### src/rtl/uart_pkg.sv
// Shared UART definitions: default link rate and the receiver state encoding.
package uart_pkg;

  localparam int UART_CLK_FREQ = 10_000_000;
  localparam int UART_BAUDRATE = 115200;

  typedef enum logic [2:0] {
    IDLE,
    START,
    DATA,
    PARITY,
    STOP,
    BREAK
  } rx_state_t;

  // Even parity bit: the value that makes the total count of ones even.
  function automatic logic even_parity(input logic [7:0] data);
    return ^data;
  endfunction

endpackage

### src/rtl/uart_bit_sync.sv
// Two-flop synchronizer for a single asynchronous input; resets to 1 so an idle
// UART line does not look like a start bit when reset is released.
module uart_bit_sync (
  input  logic fpga_clk,
  input  logic nrst,
  input  logic d,
  output logic q
);

  logic [1:0] sync_reg;

  always_ff @(posedge fpga_clk or negedge nrst) begin
    if (!nrst) begin
      sync_reg <= 2'b11;
    end else begin
      sync_reg <= {sync_reg[0], d};
    end
  end

  assign q = sync_reg[1];

endmodule

### src/rtl/uart_rx.sv
// UART receiver, start / 8 data MSB first / stop, mid-bit sampled on fpga_clk.
// Define UART_RX_PARITY_EN to expect an even parity bit between data and stop.
module uart_rx
  import uart_pkg::*;
#(
  parameter int CLK_FREQ     = UART_CLK_FREQ,
  parameter int BAUDRATE     = UART_BAUDRATE,
  parameter int CLKS_PER_BIT = CLK_FREQ / BAUDRATE
) (
  input  logic       fpga_clk,
  input  logic       nrst,
  input  logic       sin,
  output logic [7:0] dout,
  output logic       rx_valid,
  output logic       busy_rx,
  output logic       frame_err,
  output logic       parity_err
);

  localparam int CNT_W = $clog2(CLKS_PER_BIT + 1);
  localparam logic [CNT_W-1:0] CNT_LAST = CNT_W'(CLKS_PER_BIT - 1);
  localparam logic [CNT_W-1:0] CNT_HALF = CNT_W'(CLKS_PER_BIT / 2 - 1);

  logic sin_s;

  rx_state_t        state_reg,     state_next;
  logic [CNT_W-1:0] clk_cnt_reg,   clk_cnt_next;
  logic [2:0]       bit_cnt_reg,   bit_cnt_next;
  logic [7:0]       sr_reg,        sr_next;
  logic [7:0]       dout_reg,      dout_next;
  logic             rx_valid_reg,  rx_valid_next;
  logic             frame_err_reg, frame_err_next;
`ifdef UART_RX_PARITY_EN
  logic             par_bit_reg,    par_bit_next;
  logic             parity_err_reg, parity_err_next;
`endif

  uart_bit_sync u_sync (
    .fpga_clk (fpga_clk),
    .nrst     (nrst),
    .d        (sin),
    .q        (sin_s)
  );

  always_ff @(posedge fpga_clk or negedge nrst) begin
    if (!nrst) begin
      state_reg      <= IDLE;
      clk_cnt_reg    <= '0;
      bit_cnt_reg    <= '0;
      sr_reg         <= '0;
      dout_reg       <= '0;
      rx_valid_reg   <= 1'b0;
      frame_err_reg  <= 1'b0;
`ifdef UART_RX_PARITY_EN
      par_bit_reg    <= 1'b0;
      parity_err_reg <= 1'b0;
`endif
    end else begin
      state_reg      <= state_next;
      clk_cnt_reg    <= clk_cnt_next;
      bit_cnt_reg    <= bit_cnt_next;
      sr_reg         <= sr_next;
      dout_reg       <= dout_next;
      rx_valid_reg   <= rx_valid_next;
      frame_err_reg  <= frame_err_next;
`ifdef UART_RX_PARITY_EN
      par_bit_reg    <= par_bit_next;
      parity_err_reg <= parity_err_next;
`endif
    end
  end

  always_comb begin
    state_next      = state_reg;
    clk_cnt_next    = clk_cnt_reg + 1'b1;
    bit_cnt_next    = bit_cnt_reg;
    sr_next         = sr_reg;
    dout_next       = dout_reg;
    rx_valid_next   = 1'b0;
    frame_err_next  = frame_err_reg;
`ifdef UART_RX_PARITY_EN
    par_bit_next    = par_bit_reg;
    parity_err_next = parity_err_reg;
`endif

    case (state_reg)
      IDLE: begin
        clk_cnt_next = '0;
        if (!sin_s) state_next = START;
      end

      // Re-check the line half a bit in so a short glitch is not taken as a frame.
      START: begin
        if (clk_cnt_reg == CNT_HALF) begin
          clk_cnt_next = '0;
          bit_cnt_next = '0;
          state_next   = sin_s ? IDLE : DATA;
        end
      end

      DATA: begin
        if (clk_cnt_reg == CNT_LAST) begin
          clk_cnt_next = '0;
          sr_next      = {sr_reg[6:0], sin_s};
          bit_cnt_next = bit_cnt_reg + 3'd1;
          if (bit_cnt_reg == 3'd7) begin
`ifdef UART_RX_PARITY_EN
            state_next = PARITY;
`else
            state_next = STOP;
`endif
          end
        end
      end

`ifdef UART_RX_PARITY_EN
      PARITY: begin
        if (clk_cnt_reg == CNT_LAST) begin
          clk_cnt_next = '0;
          par_bit_next = sin_s;
          state_next   = STOP;
        end
      end
`endif

      // Stop is sampled mid-bit, leaving half a bit to catch a back-to-back start.
      STOP: begin
        if (clk_cnt_reg == CNT_LAST) begin
          clk_cnt_next    = '0;
          dout_next       = sr_reg;
          rx_valid_next   = 1'b1;
          frame_err_next  = ~sin_s;
`ifdef UART_RX_PARITY_EN
          parity_err_next = par_bit_reg ^ even_parity(sr_reg);
`endif
          state_next      = sin_s ? IDLE : BREAK;
        end
      end

      BREAK: begin
        clk_cnt_next = '0;
        if (sin_s) state_next = IDLE;
      end

      default: begin
        clk_cnt_next = '0;
        state_next   = IDLE;
      end
    endcase
  end

  assign dout      = dout_reg;
  assign rx_valid  = rx_valid_reg;
  assign frame_err = frame_err_reg;
  assign busy_rx   = (state_reg != IDLE);
`ifdef UART_RX_PARITY_EN
  assign parity_err = parity_err_reg;
`else
  assign parity_err = 1'b0;
`endif

endmodule

### config.mk
export PLATFORM = sky130hd
export DESIGN_NAME = uart_rx
export DESIGN_NICKNAME = d
export VERILOG_FILES = /design/src/rtl/uart_pkg.sv /design/src/rtl/uart_bit_sync.sv /design/src/rtl/uart_rx.sv
export SDC_FILE = /design/constraint.sdc
export NUM_CORES = 1
export LEC_CHECK = 0
export CAP_MARGIN = 10
export CELL_PAD_IN_SITES_DETAIL_PLACEMENT = 1
export CELL_PAD_IN_SITES_GLOBAL_PLACEMENT = 1
export CORE_MARGIN = 4
export CORE_UTILIZATION = 40
export CTS_BUF_LIST = sky130_fd_sc_hd__clkbuf_8
export DETAILED_ROUTE_END_ITERATION = 8
export HOLD_SLACK_MARGIN = 0.06
export PLACE_DENSITY_LB_ADDON = 0.1
export SETUP_SLACK_MARGIN = 0.2
export SLEW_MARGIN = 20
export SYNTH_ARGS = -nofsm -noshare
export SYNTH_HDL_FRONTEND = slang
export SYNTH_SLANG_ARGS = --single-unit
### constraint.sdc
create_clock -name fpga_clk -period 2.3 [get_ports fpga_clk]
set_input_delay 0.46 -clock fpga_clk [delete_from_list [all_inputs] [get_ports fpga_clk]]
set_output_delay 0.46 -clock fpga_clk [all_outputs]
set_load 0.01 [all_outputs]
-- After elaboration in Yosys (flattened, before gate mapping)
Index checks and enable logic that the tools add are counted.
Widths: inputs -> output; s select.
- register bits: 33
- latch bits: 0
- memory bits (writable): 0
- bits in read-only memories: 0
- bits of input ports: 3
- output and inout port bits: 12
- logic and storage cells: 49
- memories: 0
- add/subtract/negate cells: 2
- multipliers: 0
- divide/modulo/power cells: 0
- magnitude comparators: 0
- eq/ne operators: 13
- shift-type cells: 0
- muxes and demuxes: 17
- bitwise gates (word level): 1
- reduce and logical (&&, ||, !) cells: 8
- operators with widths (cell ; count):
    $mux 3 ; 9
    $pmux 3 s5 ; 1
    $mux 7 ; 2
    $pmux 7 s2 ; 1
    $ne 2x2->1 const B ; 5
    $eq 3x3->1 const B ; 3
    $add 7x1->7 const B ; 1
    $eq 7x6->1 const B ; 1
    $eq 7x7->1 const B ; 1
    $pmux 3 s2 ; 1
    $reduce_and 6->1 ; 1
    $reduce_and 2->1 ; 2
    $add 3x1->3 const B ; 1
    $eq 3x1->1 const B ; 1
    $eq 3x2->1 const B ; 1
    $logic_not 3->1 ; 1
    $reduce_and 3->1 ; 1
    $reduce_bool 3->1 ; 1
    $mux 1 ; 2
    $mux 2 ; 1
    $ne 2x1->1 const B ; 1
    $reduce_bool 2->1 ; 1
    $reduce_or 2->1 ; 1
    $not 1->1 ; 1

-- Longest topological paths before layout
Gate-level depths: netlist of the first run.
- depth in word-level cells: 4
- gate-level depth with buffers: 7
- gate-level depth less buffers: 6

-- By module
A second synthesis of the first run with hierarchy kept.
- cell total of the unflattened synthesis: 114
- area, all modules: 1465.2 um^2
- by module, submodules not included (module ; instances ; cells an instance ; area an instance (um^2) ; sequential area each (um^2)):
    uart_rx ; 1 ; 112 ; 1412.6 ; 775.7
    uart_bit_sync ; 1 ; 2 ; 52.6 ; 52.6

-- Least setup slack after synthesis of the first run
Ideal clock, no wire load.
- path kind: flip-flop to flip-flop
- from: reg clk_cnt_reg[1]
- to: reg sr_reg[5]
- setup time: 0.125 ns
- arrival time: 1.610 ns
- required time: 2.175 ns
- slack: 0.565 ns
- stages on the path, launching flop included: 8
- buffers on the path: 1
- clock period less this slack: 1.735 ns
- path through: dfrtp_1 -> inv_1 -> ha_1 -> and4b_1 -> nand2_2 -> nor3_2 -> buf_4 -> mux2_2
- cells in the longest elaborated chain, start to end: 2
- RTL lines (item ; line ; RTL):
    from (decl) ; uart_rx.sv:27 ; logic [CNT_W-1:0] clk_cnt_reg, clk_cnt_next;
    from (signal assigned) ; uart_rx.sv:60 ; clk_cnt_reg <= clk_cnt_next;
    $eq 7x7->1 ; uart_rx.sv:102 ; if (clk_cnt_reg == CNT_LAST) begin
    $reduce_and 2->1 (no source line) ; -- ;
    to (signal assigned) ; uart_rx.sv:62 ; sr_reg <= sr_next;
    to (decl) ; uart_rx.sv:29 ; logic [7:0] sr_reg, sr_next;
No other way between the ends.
A chain may end at the register's enable or synchronous reset.

-- Worst setup path in the final report of the first run
- from: reg state_reg[1]
- to: out busy_rx
- cells in the longest elaborated chain, start to end: 1
- RTL lines (item ; line ; RTL):
    from (decl) ; uart_rx.sv:26 ; rx_state_t state_reg, state_next;
    from (signal assigned) ; uart_rx.sv:59 ; state_reg <= state_next;
    $reduce_bool 3->1 ; uart_rx.sv:155 ; assign busy_rx = (state_reg != IDLE);
    to (decl) ; uart_rx.sv:15 ; output logic busy_rx,
No other way between the ends.

==> results.md, run 1 <==
- Initial Util: 41.49%
- Highest Clock Rate: around 0.49 GHz
- Syn_area_per_cell: about 12 sq um
- Clk_lat worst skew: ~280 ps
- Crit path kind: register to primary output
- Busiest metal layer after global routing: met2
- YS warnings: 0
- First-pass GRT wire length: roughly 5000 microns
- Die Span X: about 70 microns
- Area delta synth->final: 19.69%
- Status: completed
- Non-filler cells, final: roughly 190
- Peak VDD IR: ~0.00041 V
- WP data required: about 1800 ps
- WL final: 2902 microns
- Vias: 974
- TritonCTS buffer count: 5
- DIE AREA: ~4800 sq um
- Initial antenna violation count: 0
- DRT antenna net count: 0
- Fraction of registers with async set/reset: 100.0%
- Seq/Total Area, Yosys: a little over half
- Root Driver: clkbuf_8
- Crit Path Max Fanout: 7
- Post-place instance area: approximately 1700 sq um
- Synth Flop Type: dfrtp_1
- Residual DRC: 0
- CTS tree: done
- Fin crit period: just over 2000 ps
- FP Rows: 22
- Clock Skew: 6.148 ps
- Count of different cell masters after synthesis: 37
- Port Buffer Count: 13
- Io pins: 15
- Met3 GRT Util: roughly 4.2%
- Fraction of layout cells with a size suffix above 1: between 20 and 30%
- RePlAce Congestion: ~0.75
- Final critical-path share of the clock period: between 80% and 90%
- Setup ws final: roughly 260 ps
- Syn Std Cell Area: roughly 1500 sq um
- Critical path cell sequence: or3_1, clkdlybuf4s50_1
- Number of synthesized flops with an enable pin: 0
- Gate Count Post-Synth: approximately 120
- Fin area: 1818 sq um
- Synth Net Count: between 100 and 150
- Post-synth top area share: about half
- Total gr overflow: 0
- Finish-stage setup viols: 0
- CP max stage cell: clkdlybuf4s50_1
- Crit. End Element: primary output
- DRT Pass-1 Iters: 2
- Power per Cell Area: 624.1 nW/um^2
- Crit start category: register
- Vias in the first global route: 1040
- DR vias/cell: ~5.1
- Final #Nets: 151
- DRT iter0 DRCs: 56
- Met2 Track Usage GR: around 21%
- Leading area contributor after synthesis: dfrtp_1
- RSZ-0062 raised after global routing: no
- #FFs+latches synth: 33
- Final Max Tran Viols: 0
- Dpl cells: approximately 180
- CP bufs+invs: 1
- Avg WL per Cell: approximately 15 microns
- Clock transition at the registers of the reported paths: ~70 ps
- CTS sink count: 33
- P_leak: roughly 0.86 nW
- Hold Fails Final Rpt: 0
- Critical path's top delay family: buffers and inverters
- Post-DP HPWL: between 1500 and 2000 microns
- H-tree levels: 2
- Pin count of the biggest net entering global routing: 34
- Met1 Use GR: around 16%
- Synth top area cells: dfrtp_1 51%, mux2_2 8.2%, ha_1 4.1%
- Slowest Stage Delay on Critical Path: 480 ps
- Max-Cap Viols: 0
- Hold buffers post-CTS: 0
- Pre-CTS setup slack: a little over 400 ps
- Die Ht: between 60 and 70 microns
- Deepest clock path buffer count: 2
- Crit path DAT: 1580 ps
- Worst hold path type: register to register
- Synth cell count leaders: 31 x dfrtp_1, 12 x nor2_1, 11 x mux2_2, 6 x a21oi_1
- Core Area: approximately 3700 sq um
- Setup_tns: 0 ps
- Most frequent cell after synthesis: dfrtp_1
- Gr usage total: 13.18%
- Antenna cells: 0
## metal layers
metal	share of wire, %	up-vias
met5	0	-
met2	48	12
met4	1.5	0
met3	3.2	4
li1	-	467
met1	48	491
## area by class of cell
| type | instances | area [sq um] |
|---|---|---|
| sequential | 33 | 832.0 |
| multi-input combinational | 80 | 635.6 |
| inverter | 3 | 11.26 |
| clock inverter | 2 | 13.76 |
| fill | 407 | 1843 |
| timing repair buffer | 20 | 182.7 |
| clock buffer | 6 | 82.58 |
| tap | 48 | 60.06 |
## cells in the final DEF, fill, tap and decap left out, types with 4 or more instances in the layout
master / n
dfrtp_1: 28
clkdlybuf4s50_1: 13
nand3_1: 4
ha_1: 5
mux2_1: 5
nor2_1: 12
mux2_2: 11
clkbuf_8: 6
nand2b_1: 5
buf_4: 7
a21oi_1: 6
## metrics by stage
stage / hold slack (ps) / power, W / util (%)
4_1_cts: 366.2 / 0.001156 / 49.21
3_3_place_gp: 353.5 / 0.0006832 / 46.31
2_1_floorplan: 164.4 / 0.0006582 / -
5_1_grt: 366.1 / 0.001204 / 49.66
6_report: 363.7 / 0.001135 / 49.66
3_5_place_dp: 355.9 / 0.0006865 / 46.31
## kinds of logic after synthesis
family / count (synthesis) / share of synthesized area (%)
other: 1 / 0.2469
buffers and inverters: 9 / 3.624
AND/OR/NAND/NOR: 36 / 14.50
AO/OA/AOI/OAI: 17 / 8.237
XOR/XNOR: 5 / 2.884
adder cells (fa/ha/maj): 5 / 4.119
flip-flops: 33 / 54.53
multiplexers: 16 / 11.86
## worst paths after layout
check | start | cells after the start | slack, ps | endpoint
hold / removal | u_sync.sync_reg[0] | 0 | 360 | u_sync.sync_reg[1]
setup reg to reg | clk_cnt_reg[1] | 7 | 450 | sr_reg[6]
max in group asynchronous | nrst | 2 | 1390 | u_sync.sync_reg[0]
hold reg to reg | u_sync.sync_reg[0] | 0 | 360 | u_sync.sync_reg[1]
setup / recovery | state_reg[1] | 2 | 260 | busy_rx
min in group asynchronous | nrst | 2 | 580 | rx_valid
## report_power, final
part	switching, W	internal [W]
clock network	0.000212	0.000242
logic	0.0000432	0.0000313
registers	0.0000120	0.000594
## timing repair
| item | in CTS | in global routing |
|---|---|---|
| cloned | 0 | 0 |
| setup endpoints to repair | 1 | 1 |
| gates resized for setup | 2 | 1 |
| setup buffers | 1 | 2 |
Power figures use the tool's default switching activity.
==> run 2, diff against run 1 <==
--- a/config.mk
+++ b/config.mk
@@ -11,6 +11,8 @@
 export CORE_MARGIN = 4
 export CORE_UTILIZATION = 40
 export CTS_BUF_LIST = sky130_fd_sc_hd__clkbuf_8
+export CTS_CLUSTER_DIAMETER = 200
+export CTS_CLUSTER_SIZE = 20
 export DETAILED_ROUTE_END_ITERATION = 8
 export HOLD_SLACK_MARGIN = 0.06
 export PLACE_DENSITY_LB_ADDON = 0.1
==> results of run 2 <==
The final DEF is identical to that of run 1; final timing and power are the same.
